--- src/rtl/div_pkg.sv ---
// Shared definitions for the divider-result BCD converter.
// Latency: n/a (types, defaults and an elaboration-time helper only).
// Backpressure: n/a.
//
// Contents:
//   DIV_N_DEFAULT  - default binary operand width
//   DIV_D_DEFAULT  - default number of BCD digits per result
//   div_state_t    - converter FSM state encoding
//   bcd_digits_ok  - true when d decimal digits can hold every n-bit value
package div_pkg;

   localparam int DIV_N_DEFAULT = 8;
   localparam int DIV_D_DEFAULT = 3;

   typedef enum logic [1:0] {
      IDLE = 2'd0,
      CONV = 2'd1,
      HOLD = 2'd2
   } div_state_t;

   // 10^d must exceed the largest n-bit value (2^n - 1).
   function automatic bit bcd_digits_ok(input int n, input int d);
      longint unsigned pow10;
      longint unsigned maxv;
      pow10 = 64'd1;
      for (int i = 0; i < d; i++) begin
         pow10 = pow10 * 64'd10;
      end
      maxv = (64'd1 << n) - 64'd1;
      return (pow10 > maxv);
   endfunction

endpackage

--- src/rtl/bcd_add3.sv ---
// Conditional add-3 on one BCD digit (the double-dabble pre-shift correction).
// Latency: combinational, zero cycles.
// Backpressure: none; pure function of the input digit.
//
// Ports:
//   dig_i - 4-bit digit before correction (0..9 when fed from a valid accumulator)
//   dig_o - dig_i + 3 when dig_i >= 5, otherwise dig_i; no carry out of the nibble
module bcd_add3 (
   input  logic [3:0] dig_i,
   output logic [3:0] dig_o
);

   always_comb begin
      dig_o = (dig_i >= 4'd5) ? (dig_i + 4'd3) : dig_i;
   end

endmodule

--- src/rtl/div_result_bcd.sv ---
// Converts a divider's quotient/remainder to packed BCD and presents it on a valid/ready port.
// Latency: out_valid N+1 cycles after the capture edge (1 cycle on divide-by-zero).
// Backpressure: result held until out_valid & out_ready; done edges arriving while busy are dropped and flag overrun.
//
// Ports:
//   clk, rst            - sole clock, synchronous active-high reset
//   quotient, remainder - divider results, sampled on a done rising edge
//   done, error         - divider completion level and divide-by-zero flag
//   q_bcd, r_bcd        - packed BCD results, most significant digit in the top nibble
//   err                 - divide-by-zero flag for the presented result
//   out_valid/out_ready - result handshake
//   overrun             - sticky: a done edge was ignored because a result was in flight
//   busy                - converter not in IDLE
module div_result_bcd
   import div_pkg::*;
#(
   parameter int N = DIV_N_DEFAULT,
   parameter int D = DIV_D_DEFAULT
) (
   input  logic           clk,
   input  logic           rst,
   input  logic [N-1:0]   quotient,
   input  logic [N-1:0]   remainder,
   input  logic           done,
   input  logic           error,
   output logic [4*D-1:0] q_bcd,
   output logic [4*D-1:0] r_bcd,
   output logic           err,
   output logic           out_valid,
   input  logic           out_ready,
   output logic           overrun,
   output logic           busy
);

   localparam int BW = 4 * D;
   localparam int CW = $clog2(N + 1);

   if (!bcd_digits_ok(N, D)) begin : g_bad_params
      $error("div_result_bcd: D BCD digits cannot represent every N-bit value");
   end

   div_state_t      state_q, state_d;
   logic            done_q;
   logic [N-1:0]    qbin_q, qbin_d;
   logic [N-1:0]    rbin_q, rbin_d;
   logic [BW-1:0]   q_acc_q, q_acc_d;
   logic [BW-1:0]   r_acc_q, r_acc_d;
   logic [BW-1:0]   q_adj, r_adj;
   logic [CW-1:0]   cnt_q, cnt_d;
   logic            err_q, err_d;
   logic            out_valid_q, out_valid_d;
   logic            overrun_q, overrun_d;
   logic            capture;
   logic            handshake;
   logic            unused_adj_msb;

   // A capture is a fresh rising edge of done; a level held high never re-triggers.
   assign capture   = done & ~done_q;
   assign handshake = (state_q == HOLD) & out_valid_q & out_ready;

   // One add-3 corrector per digit, for each accumulator.
   for (genvar g = 0; g < D; g++) begin : g_dig
      bcd_add3 u_q_add3 (
         .dig_i (q_acc_q[4*g +: 4]),
         .dig_o (q_adj[4*g +: 4])
      );
      bcd_add3 u_r_add3 (
         .dig_i (r_acc_q[4*g +: 4]),
         .dig_o (r_adj[4*g +: 4])
      );
   end

   // The corrected MSB is shifted out on every step. Because D digits cover every
   // N-bit value, that bit is always zero and carries no information.
   assign unused_adj_msb = q_adj[BW-1] | r_adj[BW-1];

   // ---------------------------------------------------------------- state register
   always_ff @(posedge clk) begin : p_state
      if (rst) begin
         state_q <= IDLE;
      end else begin
         state_q <= state_d;
      end
   end

   // ---------------------------------------------------------------- next state
   always_comb begin : p_next
      state_d = state_q;
      unique case (state_q)
         IDLE: begin
            if (capture) begin
               state_d = error ? HOLD : CONV;
            end
         end
         CONV: begin
            // Counter is 1 on the final step, so HOLD follows exactly N steps.
            if (cnt_q == CW'(1)) begin
               state_d = HOLD;
            end
         end
         HOLD: begin
            if (handshake) begin
               state_d = IDLE;
            end
         end
         default: state_d = IDLE;
      endcase
   end

   // ---------------------------------------------------------------- outputs / datapath next
   always_comb begin : p_out
      qbin_d    = qbin_q;
      rbin_d    = rbin_q;
      q_acc_d   = q_acc_q;
      r_acc_d   = r_acc_q;
      cnt_d     = cnt_q;
      err_d     = err_q;
      busy      = (state_q != IDLE);
      overrun_d = overrun_q | (capture & (state_q != IDLE));

      // out_valid trails HOLD entry by one cycle and drops on the accepting edge.
      out_valid_d = (state_q == HOLD) & (state_d == HOLD);

      unique case (state_q)
         IDLE: begin
            if (capture) begin
               qbin_d  = quotient;
               rbin_d  = remainder;
               err_d   = error;
               q_acc_d = '0;
               r_acc_d = '0;
               if (!error) begin
                  cnt_d = CW'(N);
               end
            end
         end
         CONV: begin
            // Correct digits first, then shift the next binary MSB in at the bottom.
            q_acc_d = {q_adj[BW-2:0], qbin_q[N-1]};
            r_acc_d = {r_adj[BW-2:0], rbin_q[N-1]};
            qbin_d  = qbin_q << 1;
            rbin_d  = rbin_q << 1;
            cnt_d   = cnt_q - CW'(1);
         end
         default: begin
         end
      endcase
   end

   // ---------------------------------------------------------------- datapath registers
   always_ff @(posedge clk) begin : p_regs
      if (rst) begin
         done_q      <= 1'b0;
         qbin_q      <= '0;
         rbin_q      <= '0;
         q_acc_q     <= '0;
         r_acc_q     <= '0;
         cnt_q       <= '0;
         err_q       <= 1'b0;
         out_valid_q <= 1'b0;
         overrun_q   <= 1'b0;
      end else begin
         done_q      <= done;
         qbin_q      <= qbin_d;
         rbin_q      <= rbin_d;
         q_acc_q     <= q_acc_d;
         r_acc_q     <= r_acc_d;
         cnt_q       <= cnt_d;
         err_q       <= err_d;
         out_valid_q <= out_valid_d;
         overrun_q   <= overrun_d;
      end
   end

   assign q_bcd     = q_acc_q;
   assign r_bcd     = r_acc_q;
   assign err       = err_q;
   assign out_valid = out_valid_q;
   assign overrun   = overrun_q;

endmodule

--- config.mk ---
export PLATFORM = sky130hd
export DESIGN_NAME = div_result_bcd
export DESIGN_NICKNAME = d
export VERILOG_FILES = /design/src/rtl/div_pkg.sv /design/src/rtl/bcd_add3.sv /design/src/rtl/div_result_bcd.sv
export SDC_FILE = /design/constraint.sdc
export NUM_CORES = 1
export LEC_CHECK = 0
export CAP_MARGIN = 20
export CORE_MARGIN = 3
export CORE_UTILIZATION = 50
export DETAILED_ROUTE_END_ITERATION = 10
export GPL_TIMING_DRIVEN = 0
export MAX_ROUTING_LAYER = met4
export PLACE_DENSITY = 0.78
export SLEW_MARGIN = 20
export SYNTH_ARGS = -nofsm -noshare
export SYNTH_HDL_FRONTEND = slang
export SYNTH_SLANG_ARGS = --single-unit
export TNS_END_PERCENT = 5
--- constraint.sdc ---
create_clock -name clk -period 2.2 [get_ports clk]
set_clock_uncertainty 0.2 [all_clocks]
set_input_delay 0.33 -clock clk [delete_from_list [all_inputs] [get_ports clk]]
set_output_delay 0.33 -clock clk [all_outputs]
set_load 0.01 [all_outputs]
* Yosys cells after proc, flatten, opt, wreduce, memory -nomap -nowiden
Index checks and enable logic that the tools add are counted.
** Storage, ports and cells
- Word-level logic and storage cells :: 63
- Register bits after elaboration :: 50
** Operators by class
- Bitwise operators :: 7
- Add/subtract/negate cells :: 7
- Multiplexer cells :: 21
- Order comparisons :: 6
- Equal/unequal tests :: 6
- Reduce and logical (&&, ||, !) cells :: 6
** Operators with widths (count)
- $pmux 12 s2 :: 2
- $pmux 8 s2 :: 2
- $ge 4x3->1 const B :: 6
- $mux 4 :: 6
- $add 4x2->4 const B :: 4
- $mux 8 :: 2
- $mux 12 :: 1
- $mux 2 :: 4
- $pmux 4 s2 :: 1
- $add 3x2->3 const B :: 2
- $mux 3 :: 2
- $pmux 2 s3 :: 1
- $and 1x1->1 :: 5
- $eq 2x2->1 const B :: 2
- $eq 4x1->1 const B :: 1
- $ne 2x2->1 const B :: 2
- $reduce_and 2->1 :: 2
- $reduce_bool 2->1 :: 2
- $sub 4x1->4 const B :: 1
- $reduce_and 3->1 :: 1
- $eq 2x1->1 const B :: 1
- $logic_not 2->1 :: 1
- $not 1->1 :: 1
- $or 1x1->1 :: 1

* Depth between registers and ports, before layout
Gate-level depths: netlist of the first run.
- Depth after elaboration :: 7
- Gate-level depth with buffers :: 7
- Depth with buffers taken out :: 6

* Modules after synthesis
A second synthesis of the first run with hierarchy kept.
** Second synthesis, totals
- Cells, all modules :: 301
- Area, all modules :: 2587.5 um^2
** Modules (own cells, without submodules)
- div_result_bcd :: cells an instance 205, instances 1, seq. area each 1001.0 um^2, area each 1979.4 um^2
- bcd_add3 :: cells an instance 16, instances 6, seq. area each 0.0 um^2, area each 101.3 um^2

* Worst setup path before layout of the first run
No wires, ideal clock.
- Kind :: reg-to-reg
- From :: register q_acc_q[1] (netlist: q_bcd[1])
- To :: register q_acc_q[2] (netlist: q_bcd[2])
- Buffers on the path :: 0
- Required time :: 1878 ps
- Setup slack :: 488 ps
- Data arrival time :: 1390 ps
- Period minus slack after synthesis :: 1712 ps
- Stages on the path, launching flop included :: 7
- Setup time :: 122 ps
- Cells stage by stage :: dfxtp_1 inv_1 ha_1 nand2b_1 a21oi_1 nor4_1 a311o_1
** Between the ends
- Cells in the longest elaborated chain, start to end :: 3
- Elaborated cells between the ends (all ways) :: 4
** Ends and longest elaborated chain
- start, declared :: line div_result_bcd.sv:46 : logic [BW-1:0] q_acc_q, q_acc_d;
- start signal, assigned :: line div_result_bcd.sv:166 : q_acc_q <= q_acc_d;
- $add 4x2->4 or $ge 4x3->1 (tied branches) :: line bcd_add3.sv:14 : dig_o = (dig_i >= 4'd5) ? (dig_i + 4'd3) : dig_i;
- $mux 4 (*) :: line bcd_add3.sv:14
- $pmux 12 s2 (*) :: line div_result_bcd.sv:124 : unique case (state_q)
Every way passes the cells marked *; elsewhere a longest branch is shown, timed or not.
A chain may end at the register's enable or synchronous reset.

* Worst setup path after layout of the first run
- From :: register state_q[0]
- To :: output busy
** Between the ends
- Cells in the longest elaborated chain, start to end :: 1
** Ends and longest elaborated chain
- start, declared :: line div_result_bcd.sv:42 : div_state_t state_q, state_d;
- start signal, assigned :: line div_result_bcd.sv:82 : state_q <= state_d;
- $reduce_bool 2->1 :: line div_result_bcd.sv:118 : busy = (state_q != IDLE);
- end, declared :: line div_result_bcd.sv:32 : output logic busy
Every way passes these cells.

==> results of run 1 <==
==> registers in the layout, indices dropped and copies added, names as in the netlist <==
name,count
state_q,2
q_bcd,12
qbin_q,8
r_bcd,12
cnt_q,4
err,1
out_valid,1
overrun,1
rbin_q,8
done_q,1
==> cells in the final DEF (no fill, tap or decap), types with 2 or more instances in the layout <==
cell              n
a21oi_1          15
a22o_1           12
a22oi_1           4
a311o_1           4
a311oi_1          7
a311oi_2          9
and4_1            4
buf_2             5
buf_4             5
buf_6             2
clkbuf_1          5
clkbuf_8          7
clkdlybuf4s50_1  48
dfxtp_1          50
ha_1             14
inv_1            16
mux2i_1           4
nand2_1          32
nand2b_1          9
nand3_1           6
nor2_1           32
nor3_1            9
nor4_1            4
o21ai_0           5
o21ai_1           6
xnor2_1           6
xor2_1            4
==> kinds of logic after synthesis <==
family | synth area share, %
compound gates | 22.33
xor+xnor | 3.512
fa+ha+maj | 7.025
buf+inv | 6.724
flops | 40.14
mux | 1.606
simple gates | 18.67
==> per-stage QoR <==
stage / power (uW) / TNS, ns / worst slack [ns] / cells
floorplan: 1225 / 0 / 0.4880 / 282
global placement: 1331 / -1.076 / -0.09636 / 397
detailed placement: 1340 / -1.532 / -0.1408 / 397
CTS: 1931 / 0 / 0.1175 / 405
global route: 2010 / 0 / 0.03358 / 405
finish: 1913 / 0 / 0.1294 / 405
==> critical path, delay by kind of cell, from the launching register on <==
kind,cells,cell delay [ns]
buf+inv,1,0.55
flops,1,0.49
simple gates,1,0.21
==> cell type report <==
cell class | instances | area [um2] | area share (%)
plain buffers | 17 | 103.9 | 3.283
clock buffers | 7 | 96.34 | 3.046
clock inverters | 1 | 8.758 | 0.2769
inverters | 17 | 63.81 | 2.017
multi-input cells | 198 | 1325 | 41.89
flip-flops and latches | 50 | 1001 | 31.65
well taps | 67 | 83.83 | 2.650
repair buffers | 48 | 480.5 | 15.19
==> final timing paths <==
check | start | to
setup / recovery | state_q[0]$_SDFF_PP0_ | busy
hold / removal | rbin_q[1]$_SDFFE_PP0P_ | rbin_q[2]$_SDFFE_PP0P_
setup reg to reg | q_bcd[5]$_SDFFE_PP0P_ | q_bcd[6]$_SDFFE_PP0P_
hold reg to reg | rbin_q[1]$_SDFFE_PP0P_ | rbin_q[2]$_SDFFE_PP0P_
==> power by group <==
group / switching, uW / internal (uW)
combinational: 183 / 149
sequential: 32.0 / 956
clock: 305 / 288
total: 520 / 1390
==> routing by layer <==
metal / GRT usage (%) / vias to the layer above / wire [um]
met5: - / - / 0
met4: 5.072 / 0 / 59
met2: 33.92 / 59 / 2596
met1: 23.49 / 1052 / 2562
li1: - / 1105 / -
met3: 5.201 / 7 / 241
==> impl_results.md, run 1 <==
- Final setup fails: 0
- Syn nets: 317
- Period utilisation layout: 94.12%
- GRT Resource Usage Total: around 20%
- Synth Instances: ~280
- Worst min-delay path class: flop to flop
- First-pass GRT wire length: 9.356 mm
- Post-CTS sizing: 0
- Crit path largest cell delay: between 0.5 and 0.6 ns
- Htree depth: 2
- Max-slew violations: 0
- Final hold vios: 0
- Post-route cell area: about 3200 um2
- Commonest cells in the netlist: dfxtp_1, nand2_1, nor2_1, inv_1, a21oi_1
- First-pass DRT Iterations: 4
- Fin util: about two thirds
- Total number of vias: 2223
- CORE AREA: approximately 4800 um2
- EDFF count, synth: 0
- Power per cell area: 604.9 nW/um2
- IO Count: between 40 and 50
- DRC: 0
- Nets: approximately 370
- CP endpoint kind: primary output
- Layout cells sized above 1: about a tenth
- Initial Util: around 52%
- Clock Pin Slew Worst Setup and Hold Paths: around 0.09 ns
- Post-DP Area: 3058 um2
- CTS Hold Buffers Added: 0
- Die X-Extent: between 70 and 80 um
- Num CTS Buffers: 5
- Kind of critical path: flop to primary output
- Post-Syn Area: between 2000 and 2500 um2
- WHS Path Cells: 2
- Hold Slack: 0.2854 ns
- CTS Buffer Depth: 2
- Post-route ant nets: 0
- CTS tree: yes
- Slew @ Worst Pin: 0.6654 ns
- Synth top area share: approximately 40%
- Gp weighted congestion: approximately 0.79
- Rows: 25
- Die Y: about 77 um
- Dominant cell type by area after synthesis: dfxtp_1
- HPWL after DPL: 3.996 mm
- Cell variety after synth: 38
- Top FF cell, synth: dfxtp_1
- Largest net degree at the start of global routing: 16
- Static Leak: 0.001169 uW
- Crit-path cells: or2_1 -> clkdlybuf4s50_1
- Worst EP required: around 1.7 ns
- Skew-Pair Late Insertion Delay: approximately 0.31 ns
- Post-layout min period: around 2.1 ns
- Max FO, Critical Path: 8
- Port bufs: 48
- Reg2reg setup slack: 0.34 ns
- Slowest cell on the critical path: clkdlybuf4s50_1
- CTS Sinks: 50
- DR iter-0 viols: around 110
- Total wire length: between 5 and 6 mm
- Vias in the first global route: 2072
- Post-CTS Setup Repair Bufs: 0
- Status: completed
- Peak VDD IR: roughly 0.43 mV
- Synth area leaders: dfxtp_1, ha_1, a311oi_2
- # fillers: about 420
- Seq/Total Area, Yosys: between 40% and 50%
- Area grow syn2layout: 26.84%
- Slew HR: roughly 56%
- Most numerous cell in the Yosys netlist: dfxtp_1
- Synthesized area per cell: approximately 8.8 um2
- Antenna cells: 0
- Yosys reg bits: 50
- Worst EP arrival: ~1.5 ns
- R2R cell count: 6
- Clk root buf: clkbuf_8
- Overflow after GRT: 0
- Fmax: 0.4830 GHz
- Vias per cell: approximately 5.5
- RSZ-0062 raised after global routing: no
- Max-cap violation count: 0
- Synth Warn #: 0
- DR WL/cell: ~13 um
- Startpoint Class: flop
- Initial antenna violation count: 0
- Ys async rst share: 0%
- Die area: 5871 um2
Power figures use the tool's default switching activity.
==> run 2: changes to the inputs <==
--- a/config.mk
+++ b/config.mk
@@ -6,6 +6,7 @@
 export NUM_CORES = 1
 export LEC_CHECK = 0
 export CAP_MARGIN = 20
+export CORE_ASPECT_RATIO = 1.4
 export CORE_MARGIN = 3
 export CORE_UTILIZATION = 50
 export DETAILED_ROUTE_END_ITERATION = 10
==> constraint.sdc (replaced) <==
create_clock -name clk -period 2.6 [get_ports clk]
set_clock_uncertainty 0.2 [all_clocks]
set_input_delay 0.39 -clock clk [delete_from_list [all_inputs] [get_ports clk]]
set_output_delay 0.39 -clock clk [all_outputs]
set_load 0.01 [all_outputs]
==> impl_results.md, run 2 (synthesized netlist as in run 1, its figures left out) <==
- Final hold vios: 0
- Static Leak: approximately 0.0012 uW
- DR iter-0 viols: 86
- CTS Buffer Depth: 2
- Sw Pwr: 436.1 uW
- Slew @ Worst Pin: 0.6457 ns
- Fmax: 0.4665 GHz
- HPWL after DPL: 4.061 mm
- Cell family with most CP delay: buffers and inverters
- CTS Sinks: 50
- Pre-CTS WS: slightly below 0.2 ns
- Non-Filler Instances: approximately 400
- CP endpoint kind: primary output
- Slowest cell on the critical path: clkdlybuf4s50_1
- Vias in the first global route: 1991
- Largest net degree at the start of global routing: 15
- Met1 usage: 22.47%
- Rows: 29
- Setup TNS: 0 ns
- Htree depth: 2
- Post-route ant nets: 0
- Placed Cells: roughly 400
- Port bufs: 48
- Status: completed
- Skew-Pair Late Insertion Delay: 0.30 ns
- Post-layout min period: about 2.1 ns
- DRC: 0
- Worst Setup SP: state_q[0]$_SDFF_PP0_
- Fin util: roughly two thirds
- First-pass GRT wire length: 9.094 mm
- Final setup fails: 0
- Worst min-delay path class: flop to flop
- Grt met2 use: between 30% and 40%
- Commonest non-fill, non-tap cell in the layout: dfxtp_1
- Switching Share: roughly 28%
- Storage cell area: approximately 1000 um2
- # fillers: ~400
- Die Y: ~90 um
- Num CTS Buffers: 5
- Die area: 5883 um2
- Area grow syn2layout: 25.59%
- Period utilisation layout: just over 80%
- Layout cells sized above 1: slightly above 9%
- CORE AREA: 4681 um2
- Startpoint Class: flop
- Clock power share: about 28%
- IO Count: between 40 and 50
- CTS tree: yes
- Comb pwr share: 18.0%
- GRT Resource Usage Total: between 20% and 30%
- Leading cell types in the layout, fill and taps excluded: dfxtp_1, clkdlybuf4s50_1, nor2_1, nand2_1, inv_1
- FF-to-FF End: q_bcd[2]$_SDFFE_PP0P_
- Final worst slack: about 0.46 ns
- Initial antenna violation count: 0
- Crit-path cells: or2_1 -> clkdlybuf4s50_1
- CP Buf/Inv Count: 1
- Max FO, Critical Path: 8
- Antenna cells: 0
- Initial Util: between 50 and 60%
- RSZ-0062 raised after global routing: no
- Crit path largest cell delay: roughly 0.56 ns
- Max-cap violation count: 0
- Vias per cell: approximately 5.5
- Met3 GRT Util: 3.522%
- Worst r2r src: q_bcd[1]$_SDFFE_PP0P_
- Max-slew violations: 0
- Kind of critical path: flop to primary output
- CTS Hold Buffers Added: 0
- CP endpoint: busy
- Overflow after GRT: 0
- Post-CTS Setup Repair Bufs: 0
- Seq pwr share: between 50 and 60%
- Total wire length: approximately 5.5 mm
- Power per cell area: a little under 500 nW/um2
- First-pass DRT Iterations: 4
- Gp weighted congestion: 0.8295
- Busiest layer in global routing: met2
- Total number of vias: roughly 2200
- Clk root buf: clkbuf_8
- Clock Pin Slew Worst Setup and Hold Paths: 0.09 ns
- Number of cells on the critical path: 2
- Post-CTS sizing: 0
- Worst EP required: about 2 ns
- Die X-Extent: between 60 and 70 um
- Area of the multi-input gates: roughly 1300 um2
- Pint: about 1100 uW
- R2R cell count: 6
- Peak VDD IR: 0.4674 mV
- Worst EP arrival: roughly 1.6 ns
- Reg2reg setup slack: 0.76 ns
- DR WL/cell: 13.70 um
- Nets: 372
- Slew HR: between 50% and 60%
-- run 2: cell types whose count changed in the layout (fill, tap and decap cells not counted), sizes merged --
cell,previous run,this run
clkinv,1,0
clkinvlp,0,1
clkbuf,12,11
-- run 2: metal layers --
layer / vias up / wire length, um
li1: 1099 / -
met1: 1038 / 2373
met2: 51 / 2797
met3: 6 / 215
met4: 0 / 80
met5: - / 0
-- run 2: how the worst min path moves through the flow --
stage                     slack, ns  cells past startpoint                    from                endpoint
after floorplan                0.25                      1   cnt_q[3]$_SDFFE_PP0P_   cnt_q[3]$_SDFFE_PP0P_
after global placement         0.26                      2      overrun$_SDFF_PP0_      overrun$_SDFF_PP0_
after detailed placement       0.28                      2  rbin_q[1]$_SDFFE_PP0P_  rbin_q[2]$_SDFFE_PP0P_
after CTS                      0.29                      2  rbin_q[1]$_SDFFE_PP0P_  rbin_q[2]$_SDFFE_PP0P_
after global routing           0.31                      2  rbin_q[0]$_SDFFE_PP0P_  rbin_q[1]$_SDFFE_PP0P_
final                          0.28                      2  rbin_q[1]$_SDFFE_PP0P_  rbin_q[2]$_SDFFE_PP0P_
-- run 2: per-stage QoR --
stage / hold WS (ns) / total power [uW] / area (um2)
after CTS: 0.2884 / 1565 / 3132
final: 0.2841 / 1556 / 3132
after detailed placement: 0.2755 / 1134 / 3052
after global placement: 0.2612 / 1127 / 3052
after global routing: 0.3136 / 1628 / 3132
after floorplan: 0.2496 / 1037 / 2494
-- run 2: power groups by stage --
stage                     sequential [uW]  combinational [uW]  clock (uW)
after global routing                  843                 307         479
after detailed placement              854                 280           0
after CTS                             837                 281         448
after floorplan                       849                 188           0
final                                 837                 279         440
after global placement                852                 274           0
-- run 2: worst reg2reg max path, cell delays in order, from the launching register on --
cell and delay [ns]:
dfxtp_1 0.41, inv_1 0.09, ha_1 0.18, nand2b_1 0.13, a21oi_1 0.31, nor4_1 0.09, a311o_1 0.33
-- run 2: cell type report --
type / instances / area share [%]
timing repair buffer: 48 / 15.34
sequential: 50 / 31.96
clock buffer: 6 / 2.317
clock inverter: 1 / 0.2397
buffer: 17 / 3.316
multi-input combinational: 198 / 42.31
inverter: 17 / 2.038
tap: 62 / 2.477
